--- src/rtl/issue_pkg.sv ---
// Shared types and helpers for the age-ordered issue queue.
package issue_pkg;

  localparam int unsigned LAT_W     = 3;
  localparam int unsigned WDY_W     = 8;
  // Storage width for tags inside an entry; the queue's TAG_W must not exceed it.
  localparam int unsigned TAG_MAX_W = 8;

  typedef struct packed {
    logic                 v;
    logic                 dep;
    logic [LAT_W-1:0]     lat;
    logic [TAG_MAX_W-1:0] tag;
  } iq_entry_t;

  // Latency code L (L+1 cycles) to a left-aligned mask with L+1 ones.
  function automatic logic [WDY_W-1:0] lat_to_wdy(input logic [LAT_W-1:0] l);
    logic [WDY_W-1:0] ones;
    ones = '1;
    return ~(ones >> ({1'b0, l} + 4'd1));
  endfunction

endpackage

--- src/rtl/iq_age_select.sv ---
// Lowest-index priority picker: one-hot grant, binary index and any flag.
module iq_age_select #(
  parameter  int unsigned N  = 4,
  localparam int unsigned IW = (N > 1) ? $clog2(N) : 1
) (
  input  logic [N-1:0]  ready_i,
  output logic [N-1:0]  grant_o,
  output logic [IW-1:0] idx_o,
  output logic          any_o
);

  // Scan upward; the first ready bit wins and blocks all higher ones.
  always_comb begin
    grant_o = '0;
    idx_o   = '0;
    any_o   = 1'b0;
    for (int unsigned i = 0; i < N; i++) begin
      if (ready_i[i] && !any_o) begin
        grant_o[i] = 1'b1;
        idx_o      = IW'(i);
        any_o      = 1'b1;
      end
    end
  end

endmodule

--- src/rtl/issue_select_queue.sv ---
// Age-ordered issue queue: holds dispatched micro-ops until their dependency
// is released by wake, then issues the oldest ready one per cycle.
module issue_select_queue
  import issue_pkg::*;
#(
  parameter int unsigned DEPTH = 4,
  parameter int unsigned TAG_W = 4
) (
  input  logic                   clk,
  input  logic                   rst,
  input  logic                   in_valid,
  output logic                   in_ready,
  input  logic [LAT_W-1:0]       in_lat,
  input  logic                   in_dep,
  input  logic [TAG_W-1:0]       in_tag,
  input  logic                   wake,
  output logic                   issu_en,
  output logic [WDY_W-1:0]       wdy,
  output logic [TAG_W-1:0]       issu_tag,
  output logic [$clog2(DEPTH):0] count
);

  localparam int unsigned CW = $clog2(DEPTH) + 1;
  localparam int unsigned IW = $clog2(DEPTH);

  iq_entry_t              entries_q [DEPTH];
  iq_entry_t              entries_d [DEPTH];
  logic      [CW-1:0]     count_q, count_d;
  logic                   issu_en_q, issu_en_d;
  logic      [WDY_W-1:0]  wdy_q, wdy_d;
  logic      [TAG_W-1:0]  issu_tag_q, issu_tag_d;

  logic      [DEPTH-1:0]  ready_vec;
  logic      [DEPTH-1:0]  sel_grant;
  logic      [IW-1:0]     sel_idx;
  logic                   sel_any;
  logic      [LAT_W-1:0]  sel_lat;
  logic      [TAG_W-1:0]  sel_tag;
  logic                   do_disp;
  logic      [CW-1:0]     app_pos;

  assign in_ready = (count_q < CW'(DEPTH));
  assign count    = count_q;
  assign issu_en  = issu_en_q;
  assign wdy      = wdy_q;
  assign issu_tag = issu_tag_q;

  // Entries eligible to issue this cycle.
  always_comb begin
    ready_vec = '0;
    for (int unsigned i = 0; i < DEPTH; i++) begin
      ready_vec[i] = entries_q[i].v && !entries_q[i].dep;
    end
  end

  iq_age_select #(
    .N (DEPTH)
  ) u_select (
    .ready_i (ready_vec),
    .grant_o (sel_grant),
    .idx_o   (sel_idx),
    .any_o   (sel_any)
  );

  // One-hot mux of the granted entry's latency and tag.
  always_comb begin
    sel_lat = '0;
    sel_tag = '0;
    for (int unsigned i = 0; i < DEPTH; i++) begin
      if (sel_grant[i]) begin
        sel_lat = entries_q[i].lat;
        sel_tag = entries_q[i].tag[TAG_W-1:0];
      end
    end
  end

  // Next queue contents: remove+compact, then wake residents, then append.
  // Wake is applied before the append so a same-edge dispatch keeps its dep.
  always_comb begin
    entries_d = entries_q;
    do_disp   = in_valid && in_ready;
    app_pos   = count_q - CW'(sel_any);

    if (sel_any) begin
      for (int unsigned i = 0; i + 1 < DEPTH; i++) begin
        if (i >= 32'(sel_idx)) begin
          entries_d[i] = entries_q[i+1];
        end
      end
      entries_d[DEPTH-1] = '0;
    end

    if (wake) begin
      for (int unsigned i = 0; i < DEPTH; i++) begin
        if (entries_d[i].v) begin
          entries_d[i].dep = 1'b0;
        end
      end
    end

    if (do_disp) begin
      for (int unsigned i = 0; i < DEPTH; i++) begin
        if (CW'(i) == app_pos) begin
          entries_d[i].v   = 1'b1;
          entries_d[i].dep = in_dep;
          entries_d[i].lat = in_lat;
          entries_d[i].tag = TAG_MAX_W'(in_tag);
        end
      end
    end

    unique case ({do_disp, sel_any})
      2'b10:   count_d = count_q + CW'(1);
      2'b01:   count_d = count_q - CW'(1);
      default: count_d = count_q;
    endcase
  end

  // Issue output values loaded at the edge that removes the entry.
  always_comb begin
    issu_en_d  = sel_any;
    wdy_d      = sel_any ? lat_to_wdy(sel_lat) : '0;
    issu_tag_d = sel_any ? sel_tag : '0;
  end

  // State and output registers.
  always_ff @(posedge clk or negedge rst) begin
    if (!rst) begin
      entries_q  <= '{default: '0};
      count_q    <= '0;
      issu_en_q  <= 1'b0;
      wdy_q      <= '0;
      issu_tag_q <= '0;
    end else begin
      entries_q  <= entries_d;
      count_q    <= count_d;
      issu_en_q  <= issu_en_d;
      wdy_q      <= wdy_d;
      issu_tag_q <= issu_tag_d;
    end
  end

endmodule
--- config.mk ---
export PLATFORM = sky130hd
export DESIGN_NAME = issue_select_queue
export DESIGN_NICKNAME = d
export VERILOG_FILES = /design/src/rtl/issue_pkg.sv /design/src/rtl/iq_age_select.sv /design/src/rtl/issue_select_queue.sv
export SDC_FILE = /design/constraint.sdc
export NUM_CORES = 1
export LEC_CHECK = 0
export BUFFER_PORTS_ARGS = -buffer_cell sky130_fd_sc_hd__clkbuf_2
export CAP_MARGIN = 0
export CORE_MARGIN = 2
export CORE_UTILIZATION = 30
export DETAILED_ROUTE_END_ITERATION = 8
export PLACE_DENSITY = 0.52
export SLEW_MARGIN = 10
export SYNTH_ARGS = -nofsm -noshare
export SYNTH_HDL_FRONTEND = slang
export SYNTH_SLANG_ARGS = --single-unit
--- constraint.sdc ---
create_clock -name clk -period 7.8 [get_ports clk]
set_input_delay 1.56 -clock clk [delete_from_list [all_inputs] [get_ports clk]]
set_output_delay 1.56 -clock clk [all_outputs]
set_load 0.01 [all_outputs]
==> flow_summary.ini, run 1 <==
[outcome]
status = finished, final reports clean

[global_routing]
global_route_wire_length_before_repair_mm = 9.65
largest_net_degree_at_the_start_of_global_routing = 52
first_global_vias = 1751
antenna_found_initial = 0
grt_overflow = 0
global_route.usage.total = 0.129
global_route.usage.met3 = 0.0367
grt_util_met2 = 0.190
grt.met1_usage = 0.190
busiest_layer = met1

[sta]
clock-skew-final_ns = 0.00592
rsz0062_at_grt = no
report.final.hold_viol_count = 0
worst_slew_pin_slew_ns = 0.991
worst_hold_slack_ns = 0.508
layout_worst_path_cycle_share = 0.464
timing.final.setup_violations = 0
setup-tns-final_ns = 0
maxSlewViolCount = 0
timing.fmax_mhz = 276
setup_ws_ns = 4.18
timing.max_slew.rel_slack = 0.334
final_period_minus_worst_setup_slack_ns = 3.62

[setup_path]
critPathRequiredTime_ns = 8.00
path_class = reg -> reg
critical_path_arrival_ns = 3.82
timing.critical_path.fanout_max = 14
crit_top_cell = sky130_fd_sc_hd__ha_1
critPathLaunchType = flip-flop
worstSetupEndpointType = flip-flop
critical_path_buf_inv_count = 0
slowest_stage_cell_cp = sky130_fd_sc_hd__nor4_2
path_delay_family = simple AND/OR/NAND/NOR gates
cp_max_stage_delay_ns = 0.89
ff2ff_setup_slack_ns = 4.18
worst_path_cell_trace = nand2b_4 -> and3_1 -> nand2_1 -> ha_1 -> ha_1 -> nor4_2 -> nor3_2 -> a22o_1

[placement]
placedInstanceArea_um2 = 2810
gp_congestion = 0.747
dp.cells = 350
pre_cts_slack_ns = 4.15
port_buffers = 28
dp_hpwl_mm = 3.88

[clock_tree]
path_clk_slew_ns = 0.10
ctsLongestPathBuffers = 2
cts_htree_levels = 2
tritoncts = done
postcts_resize_cnt = 0
cts_bufs_inserted = 5
cts_sinks = 51
root_buffer = sky130_fd_sc_hd__clkbuf_8
postCtsSetupBuffers = 0
cts_hold_buf = 0
clock_latency_ns = 0.31

[drt]
violation_count_after_the_first_detailed_routing_iteration = 140
drt-wirelength-per-cell_um = 15.9
drt_drc_violations_left = 0
detailedRoute.firstPassIterationCount = 4
wirelength_mm = 5.68
num_vias = 1811
detail_route.vias_per_cell = 5.06
postRouteAntennaNets = 0

[run]
max_cap_violations = 0

[yosys]
synth-seq-area-share = 0.491
average_instance_area_after_synthesis_um2 = 11.5
post_synth_num_cell_types = 51
synth_top_cell_by_area = sky130_fd_sc_hd__dfrtp_1
ys_seq_elements = 51
post_synth_edffs = 0
synth-async-reset-ratio = 1.00
synth_top_area_frac = 0.491
post_synth_main_area_contributors = sky130_fd_sc_hd__dfrtp_1 (49%), sky130_fd_sc_hd__mux2i_1 (8.1%), sky130_fd_sc_hd__nand2_1 (4.6%)
synth_top_cells_by_count = sky130_fd_sc_hd__dfrtp_1 (51), sky130_fd_sc_hd__nand2_1 (32), sky130_fd_sc_hd__mux2i_1 (21)
synthFlopType = sky130_fd_sc_hd__dfrtp_1
most_frequently_used_cell_type_in_the_post_synthesis_netlist = sky130_fd_sc_hd__dfrtp_1
synth.yosys.warnings = 0
synth_nets = 243
postSynthCellCount = 227
synth.cell_area_um2 = 2600

[floorplan]
core_area_um2 = 8300
dieHeight_um = 97.1
die-width_um = 97.1
std_cell_rows = 33
fp.dieArea_um2 = 9430
initial_utilization = 0.313
design.portCount = 29

[layout]
finalNetCount = 268
area.growth.synth_to_final_pct = 11.6
antenna_cells = 0
finished_cell_area_um2 = 2900
share_of_layout_cells_above_drive_strength_1 = 0.257
finalNonFillerCells = 358
finish.utilization = 0.350

[power_and_ir_drop]
p_total_mw = 1.36
total_leakage_power_nw = 1.40
vdd_drop_max_mv = 0.308
power_density_nw_per_um2 = 468

[worst_hold_path]
min_path_type = reg -> reg
==> layout by cell type (no fill, tap or decap), types with 2 or more instances in the layout <==
master                     Yosys  final
sky130_fd_sc_hd__a211oi_1      2      2
sky130_fd_sc_hd__a21o_1        2      2
sky130_fd_sc_hd__a21oi_1       4      4
sky130_fd_sc_hd__a222oi_1      4      4
sky130_fd_sc_hd__a22o_1        7      7
sky130_fd_sc_hd__a31o_2        3      3
sky130_fd_sc_hd__and3_1        2      2
sky130_fd_sc_hd__and3b_1       3      3
sky130_fd_sc_hd__buf_4         1      2
sky130_fd_sc_hd__clkbuf_2      0     28
sky130_fd_sc_hd__clkbuf_8      0      6
sky130_fd_sc_hd__dfrtp_1      51     51
sky130_fd_sc_hd__ha_1          3      3
sky130_fd_sc_hd__inv_1         4      4
sky130_fd_sc_hd__mux2i_1      21     21
sky130_fd_sc_hd__nand2_1      32     32
sky130_fd_sc_hd__nand2b_1      4      4
sky130_fd_sc_hd__nand2b_2      2      2
sky130_fd_sc_hd__nand3_1       7      7
sky130_fd_sc_hd__nor2_1        4      4
sky130_fd_sc_hd__nor3_2        3      3
sky130_fd_sc_hd__nor4b_4       2      2
sky130_fd_sc_hd__o21ai_0      19     19
sky130_fd_sc_hd__o21ai_1       8      8
sky130_fd_sc_hd__o221ai_2      2      2
sky130_fd_sc_hd__or4_4         2      2
sky130_fd_sc_hd__xnor2_1       2      2
==> worst register-to-register path: stages (launching register included) <==
cell and delay [ns]:
sky130_fd_sc_hd__dfrtp_1 0.49, sky130_fd_sc_hd__nand2b_4 0.32, sky130_fd_sc_hd__and3_1 0.58, sky130_fd_sc_hd__nand2_1 0.20, sky130_fd_sc_hd__ha_1 0.22, sky130_fd_sc_hd__ha_1 0.35
sky130_fd_sc_hd__nor4_2 0.89, sky130_fd_sc_hd__nor3_2 0.22, sky130_fd_sc_hd__a22o_1 0.24
==> state kept, by name (all words and copies together) (netlist names) <==
name and count:
entries_q 36, count 3, issu_en 1, wdy 7, issu_tag 4
==> area by class of cell <==
type	count	area, um^2
well taps	105	131
fillers	870	5400
inverters	5	18.8
flip-flops and latches	51	1280
clock buffers	6	82.6
repair buffers	30	155
multi-input cells	159	1220
clock inverters	2	16.3
==> path summary, 6_finish.rpt <==
path | from | cells after the start | to
setup / recovery | entries_q[50]$_DFF_PN0_ | 8 | entries_q[8]$_DFF_PN0_
hold / removal | count[0]$_DFFE_PN0P_ | 1 | count[0]$_DFFE_PN0P_
setup reg to reg | entries_q[50]$_DFF_PN0_ | 8 | entries_q[8]$_DFF_PN0_
hold reg to reg | count[0]$_DFFE_PN0P_ | 1 | count[0]$_DFFE_PN0P_
max in group asynchronous | rst | 2 | entries_q[13]$_DFF_PN0_
min in group asynchronous | rst | 2 | entries_q[49]$_DFF_PN0_
==> metal layers <==
layer	routed length, um	vias to the layer above
met1	2830	886
met3	287	4
li1	-	876
met4	48	0
met2	2520	45
met5	0	-
==> where the power goes <==
part	internal (mW)	total [mW]	leakage [nW]	switching, mW
logic	0.317	0.733	0.680	0.416
clock network	0.0727	0.167	0.0474	0.0942
registers	0.374	0.459	0.675	0.0846
total	0.764	1.36	1.40	0.595
==> kinds of logic (layout without fill, tap and decap cells) <==
kind of cell,count (synthesis),in the layout,share of synthesized area
and+or+nand+nor,72,72,0.181
DFF,51,51,0.491
buffers and inverters,17,43,0.0438
adders and majority gates,4,4,0.0221
AOI/OAI and AO/OA,58,58,0.167
muxes,22,22,0.0851
xor gates and xnor gates,3,3,0.0101
Power figures use the tool's default switching activity.
==> inputs of run 2 (changes only) <==
==> constraint.sdc (replaced) <==
create_clock -name clk -period 3.5 [get_ports clk]
set_input_delay 0.7 -clock clk [delete_from_list [all_inputs] [get_ports clk]]
set_output_delay 0.7 -clock clk [all_outputs]
set_load 0.01 [all_outputs]
==> flow_summary.ini, run 2 (synthesis gave the netlist of run 1 again) <==
[placement]
dp_hpwl_mm = 3.99
port_buffers = 28
placedInstanceArea_um2 = 2840
dp.cells = 354
gp_congestion = 0.779

[clock_tree]
ctsLongestPathBuffers = 2
cts_htree_levels = 2
path_clk_slew_ns = 0.10
cts_bufs_inserted = 5
tritoncts = done
postcts_resize_cnt = 0
root_buffer = sky130_fd_sc_hd__clkbuf_8
postCtsSetupBuffers = 0
clock_latency_ns = 0.30
cts_sinks = 51
cts_hold_buf = 0

[setup_path]
worst_path_cell_trace = nand2b_4 -> and3_1 -> nand2_1 -> ha_1 -> ha_1 -> nor4_2 -> nor3_2 -> a22o_1
critPathRequiredTime_ns = 3.70
critical_path_arrival_ns = 2.94
crit_top_cell = sky130_fd_sc_hd__ha_1
critPathLaunchType = flip-flop
r2r.worst_path.cells = 8
timing.critical_path.fanout_max = 14
ff2ff_setup_slack_ns = 0.76
worstSetupEndpointType = flip-flop
critical_path_buf_inv_count = 0
path_class = reg -> reg
cp_num_cells = 8
timing.rr.end = entries_q[8]$_DFF_PN0_
path_delay_family = simple AND/OR/NAND/NOR gates
worstReg2RegStart = entries_q[50]$_DFF_PN0_
cp_max_stage_delay_ns = 0.54
slowest_stage_cell_cp = sky130_fd_sc_hd__nor4_2
critPathLaunch = entries_q[50]$_DFF_PN0_

[global_routing]
global_route_wire_length_before_repair_mm = 9.85
first_global_vias = 1870
largest_net_degree_at_the_start_of_global_routing = 32
grt_overflow = 0
antenna_found_initial = 0
global_route.usage.total = 0.130

[power_and_ir_drop]
vdd_drop_max_mv = 0.528
p_total_mw = 3.04
total_leakage_power_nw = 1.42
power_density_nw_per_um2 = 1040

[sta]
maxSlewViolCount = 0
setup-tns-final_ns = 0
timing.max_slew.rel_slack = 0.298
timing.fmax_mhz = 365
layout_worst_path_cycle_share = 0.783
worst_slew_pin_slew_ns = 1.05
rsz0062_at_grt = no
worst_hold_slack_ns = 0.490
report.final.hold_viol_count = 0
final_period_minus_worst_setup_slack_ns = 2.74
timing.final.setup_violations = 0
clock-skew-final_ns = 0.00888

[floorplan]
dieHeight_um = 97.1
die-width_um = 97.1
design.portCount = 29
fp.dieArea_um2 = 9430
std_cell_rows = 33
core_area_um2 = 8300
initial_utilization = 0.313

[layout]
layout_commonest_cell = sky130_fd_sc_hd__dfrtp_1
max_flop_register = entries_q
share_of_layout_cells_above_drive_strength_1 = 0.266
finalNonFillerCells = 361
multi_input_gate_area_in_the_final_layout_um2 = 1220
seqCellArea_um2 = 1280
area.growth.synth_to_final_pct = 12.2
finalNetCount = 272
antenna_cells = 0
finished_cell_area_um2 = 2920
largest_reg_flops = 36
layout_common_cells = sky130_fd_sc_hd__dfrtp_1 (51), sky130_fd_sc_hd__nand2_1 (32), sky130_fd_sc_hd__clkbuf_2 (28)
fillCellCount = 842

[drt]
wirelength_mm = 5.80
drt_drc_violations_left = 0
detailedRoute.firstPassIterationCount = 6
violation_count_after_the_first_detailed_routing_iteration = 148
postRouteAntennaNets = 0
detail_route.vias_per_cell = 5.02
drt-wirelength-per-cell_um = 16.1
num_vias = 1814

[outcome]
status = finished, final reports clean

[worst_hold_path]
min_path_type = in -> async

[run]
max_cap_violations = 0
==> run 2: worst max path at each step <==
| stage | to | slack [ns] |
|---|---|---|
| detailed placement | entries_q[0]$_DFF_PN0_ | 0.75 |
| global route | entries_q[34]$_DFF_PN0_ | 0.56 |
| global placement | entries_q[34]$_DFF_PN0_ | 0.80 |
| CTS | entries_q[1]$_DFF_PN0_ | 0.72 |
| finish | entries_q[8]$_DFF_PN0_ | 0.76 |
| floorplan | entries_q[0]$_DFF_PN0_ | 0.89 |
==> run 2: layout make-up <==
type                    count  area share
flip-flops and latches     51       0.437
multi-input cells         159       0.419
repair buffers             34      0.0635
well taps                 105      0.0450
clock buffers               5      0.0236
inverters                   5     0.00643
clock inverters             2     0.00472
==> run 2: where the power goes <==
| group | internal, mW | switching (mW) | leakage [nW] | total (mW) |
|---|---|---|---|---|
| Sequential | 0.834 | 0.184 | 0.675 | 1.02 |
| Clock | 0.137 | 0.199 | 0.0440 | 0.336 |
| Combinational | 0.737 | 0.947 | 0.701 | 1.68 |
==> run 2: through the flow <==
| stage | worst slack (ns) | util |
|---|---|---|
| floorplan | 0.890 | - |
| global placement | 0.804 | 0.342 |
| detailed placement | 0.752 | 0.342 |
| CTS | 0.715 | 0.352 |
| global route | 0.561 | 0.352 |
| finish | 0.758 | 0.352 |
==> run 2: metal layers <==
layer | vias up | routed length [um] | global-route usage
met1 | 886 | 2860 | 0.189
li1 | 887 | - | -
met3 | 5 | 235 | 0.0252
met2 | 36 | 2660 | 0.201
met4 | 0 | 46 | 0.0293
met5 | - | 0 | 0
==> inputs of run 3 (changes only) <==
--- a/config.mk
+++ b/config.mk
@@ -10,7 +10,7 @@
 export CORE_MARGIN = 2
 export CORE_UTILIZATION = 30
 export DETAILED_ROUTE_END_ITERATION = 8
-export PLACE_DENSITY = 0.52
+export PLACE_DENSITY = 0.54
 export SLEW_MARGIN = 10
 export SYNTH_ARGS = -nofsm -noshare
 export SYNTH_HDL_FRONTEND = slang
==> constraint.sdc (replaced) <==
create_clock -name clk -period 2.4 [get_ports clk]
set_input_delay 0.48 -clock clk [delete_from_list [all_inputs] [get_ports clk]]
set_output_delay 0.48 -clock clk [all_outputs]
set_load 0.01 [all_outputs]
==> flow_summary.ini, run 3 (synthesis gave the netlist of run 1 again) <==
[outcome]
status = finished, final reports clean

[setup_path]
ff2ff_setup_slack_ns = 0.14
cp_max_stage_delay_ns = 0.42
worst_path_cell_trace = nand2b_4 -> and3_1 -> nand2_1 -> ha_1 -> ha_4 -> nor4bb_2 -> buf_12 -> a211oi_1 -> a21o_1
worstReg2RegStart = entries_q[38]$_DFF_PN0_
worstSetupEndpointType = flip-flop
slowest_stage_cell_cp = sky130_fd_sc_hd__dfrtp_1
timing.rr.end = entries_q[50]$_DFF_PN0_
critical_path_arrival_ns = 2.46
r2r.worst_path.cells = 9
critPathRequiredTime_ns = 2.60
timing.critical_path.fanout_max = 17
critPathLaunchType = flip-flop
path_class = reg -> reg

[sta]
timing.fmax_mhz = 443
setup_ws_ns = 0.142
worst_slew_pin_slew_ns = 0.669
worst_hold_slack_ns = 0.190
layout_worst_path_cycle_share = 0.941
clock-skew-final_ns = 0.0115
timing.final.setup_violations = 0
maxSlewViolCount = 0
final_period_minus_worst_setup_slack_ns = 2.26
report.final.hold_viol_count = 0
timing.max_slew.rel_slack = 0.554
setup-tns-final_ns = 0
rsz0062_at_grt = no

[clock_tree]
clock_latency_ns = 0.31
path_clk_slew_ns = 0.11
cts_hold_buf = 0
ctsLongestPathBuffers = 2
postcts_resize_cnt = 0
cts_htree_levels = 2
cts_sinks = 51
postCtsSetupBuffers = 0
cts_bufs_inserted = 5
tritoncts = done
root_buffer = sky130_fd_sc_hd__clkbuf_8

[layout]
max_flop_register = entries_q
layout_common_cells = sky130_fd_sc_hd__dfrtp_1 (50), sky130_fd_sc_hd__nand2_1 (32), sky130_fd_sc_hd__clkbuf_2 (28)
layout_commonest_cell = sky130_fd_sc_hd__dfrtp_1
share_of_layout_cells_above_drive_strength_1 = 0.310
antenna_cells = 0
finalNetCount = 283
area.growth.synth_to_final_pct = 17.8
largest_reg_flops = 36

[drt]
drt_drc_violations_left = 0
postRouteAntennaNets = 0
detail_route.vias_per_cell = 4.98
detailedRoute.firstPassIterationCount = 4
drt-wirelength-per-cell_um = 15.9
wirelength_mm = 5.93
violation_count_after_the_first_detailed_routing_iteration = 107
num_vias = 1857

[power_and_ir_drop]
clockPowerShare = 0.111
power.combinational.fraction = 0.582
sw_frac_of_total = 0.427
power.share.sequential = 0.307
total_leakage_power_nw = 1.49
power_density_nw_per_um2 = 1550
vdd_drop_max_mv = 1.10
power.net_switching_mw = 2.03
cell_internal_power_dissipation_mw = 2.72

[floorplan]
die-width_um = 97.1
design.portCount = 29
std_cell_rows = 33
core_area_um2 = 8300
fp.dieArea_um2 = 9430
initial_utilization = 0.313
dieHeight_um = 97.1

[placement]
port_buffers = 28
pre_cts_slack_ns = 0.148
dp_hpwl_mm = 4.19
gp_congestion = 0.783

[global_routing]
first_global_vias = 1955
antenna_found_initial = 0
grt_overflow = 0
global_route.usage.total = 0.134
largest_net_degree_at_the_start_of_global_routing = 29
global_route_wire_length_before_repair_mm = 10.1

[run]
max_cap_violations = 0

[worst_hold_path]
min_path_type = in -> async
-- run 3: changes by cell type in the layout (fill, tap and decap cells not counted), sizes merged --
cell,delta
inv,+2
clkinv,-1
buf,+11
-- run 3: power groups by stage --
stage / clock network, mW / logic (mW) / registers, mW
after floorplan: 0 / 2.03 / 1.48
after CTS: 0.551 / 2.81 / 1.46
after global routing: 0.596 / 3.07 / 1.51
after global placement: 0 / 2.76 / 1.47
final: 0.529 / 2.77 / 1.46
after detailed placement: 0 / 2.80 / 1.48
-- run 3: area by class of cell --
type,instances,area [um^2]
fill,832,5240
sequential,51,1280
multi-input combinational,159,1250
timing repair buffer,45,293
tap,105,131
clock buffer,5,68.8
clock inverter,3,26.3
inverter,5,18.8
-- run 3: how the worst max path moves through the flow --
| stage | slack (ns) | cells after the start | to | startpoint |
|---|---|---|---|---|
| 4_1_cts | 0.12 | 9 | entries_q[50]$_DFF_PN0_ | entries_q[38]$_DFF_PN0_ |
| 3_3_place_gp | 0.20 | 9 | entries_q[50]$_DFF_PN0_ | entries_q[38]$_DFF_PN0_ |
| 2_1_floorplan | 0.02 | 11 | entries_q[40]$_DFF_PN0_ | entries_q[37]$_DFF_PN0_ |
| 3_5_place_dp | 0.15 | 9 | entries_q[50]$_DFF_PN0_ | entries_q[38]$_DFF_PN0_ |
| 6_report | 0.14 | 9 | entries_q[50]$_DFF_PN0_ | entries_q[38]$_DFF_PN0_ |
| 5_1_grt | 0.04 | 9 | entries_q[50]$_DFF_PN0_ | entries_q[38]$_DFF_PN0_ |
-- run 3: metal layers --
metal / GRT usage / up-vias / routed length [um]
met5: 0 / - / 0
met1: 0.186 / 904 / 2840
met2: 0.218 / 42 / 2770
met4: 0.0260 / 0 / 32
met3: 0.0266 / 4 / 285
li1: - / 907 / -
-- run 3: critical path: cells and delay by family, from the launching register on --
kind                     cells  cell delay, ns
flip-flops                   1            0.42
AO/OA/AOI/OAI                2            0.20
adder cells (fa/ha/maj)      2            0.53
AND/OR/NAND/NOR              4            0.80
buffers and inverters        1            0.19
-- run 3: metrics by stage --
step                      total power [mW]  std cells  cell area [um^2]   util
after global placement                4.23        365              2970  0.358
after floorplan                       3.51        227              2640      -
after CTS                             4.82        373              3060  0.369
final                                 4.75        373              3060  0.369
after detailed placement              4.27        365              2970  0.358
after global routing                  5.17        373              3060  0.369
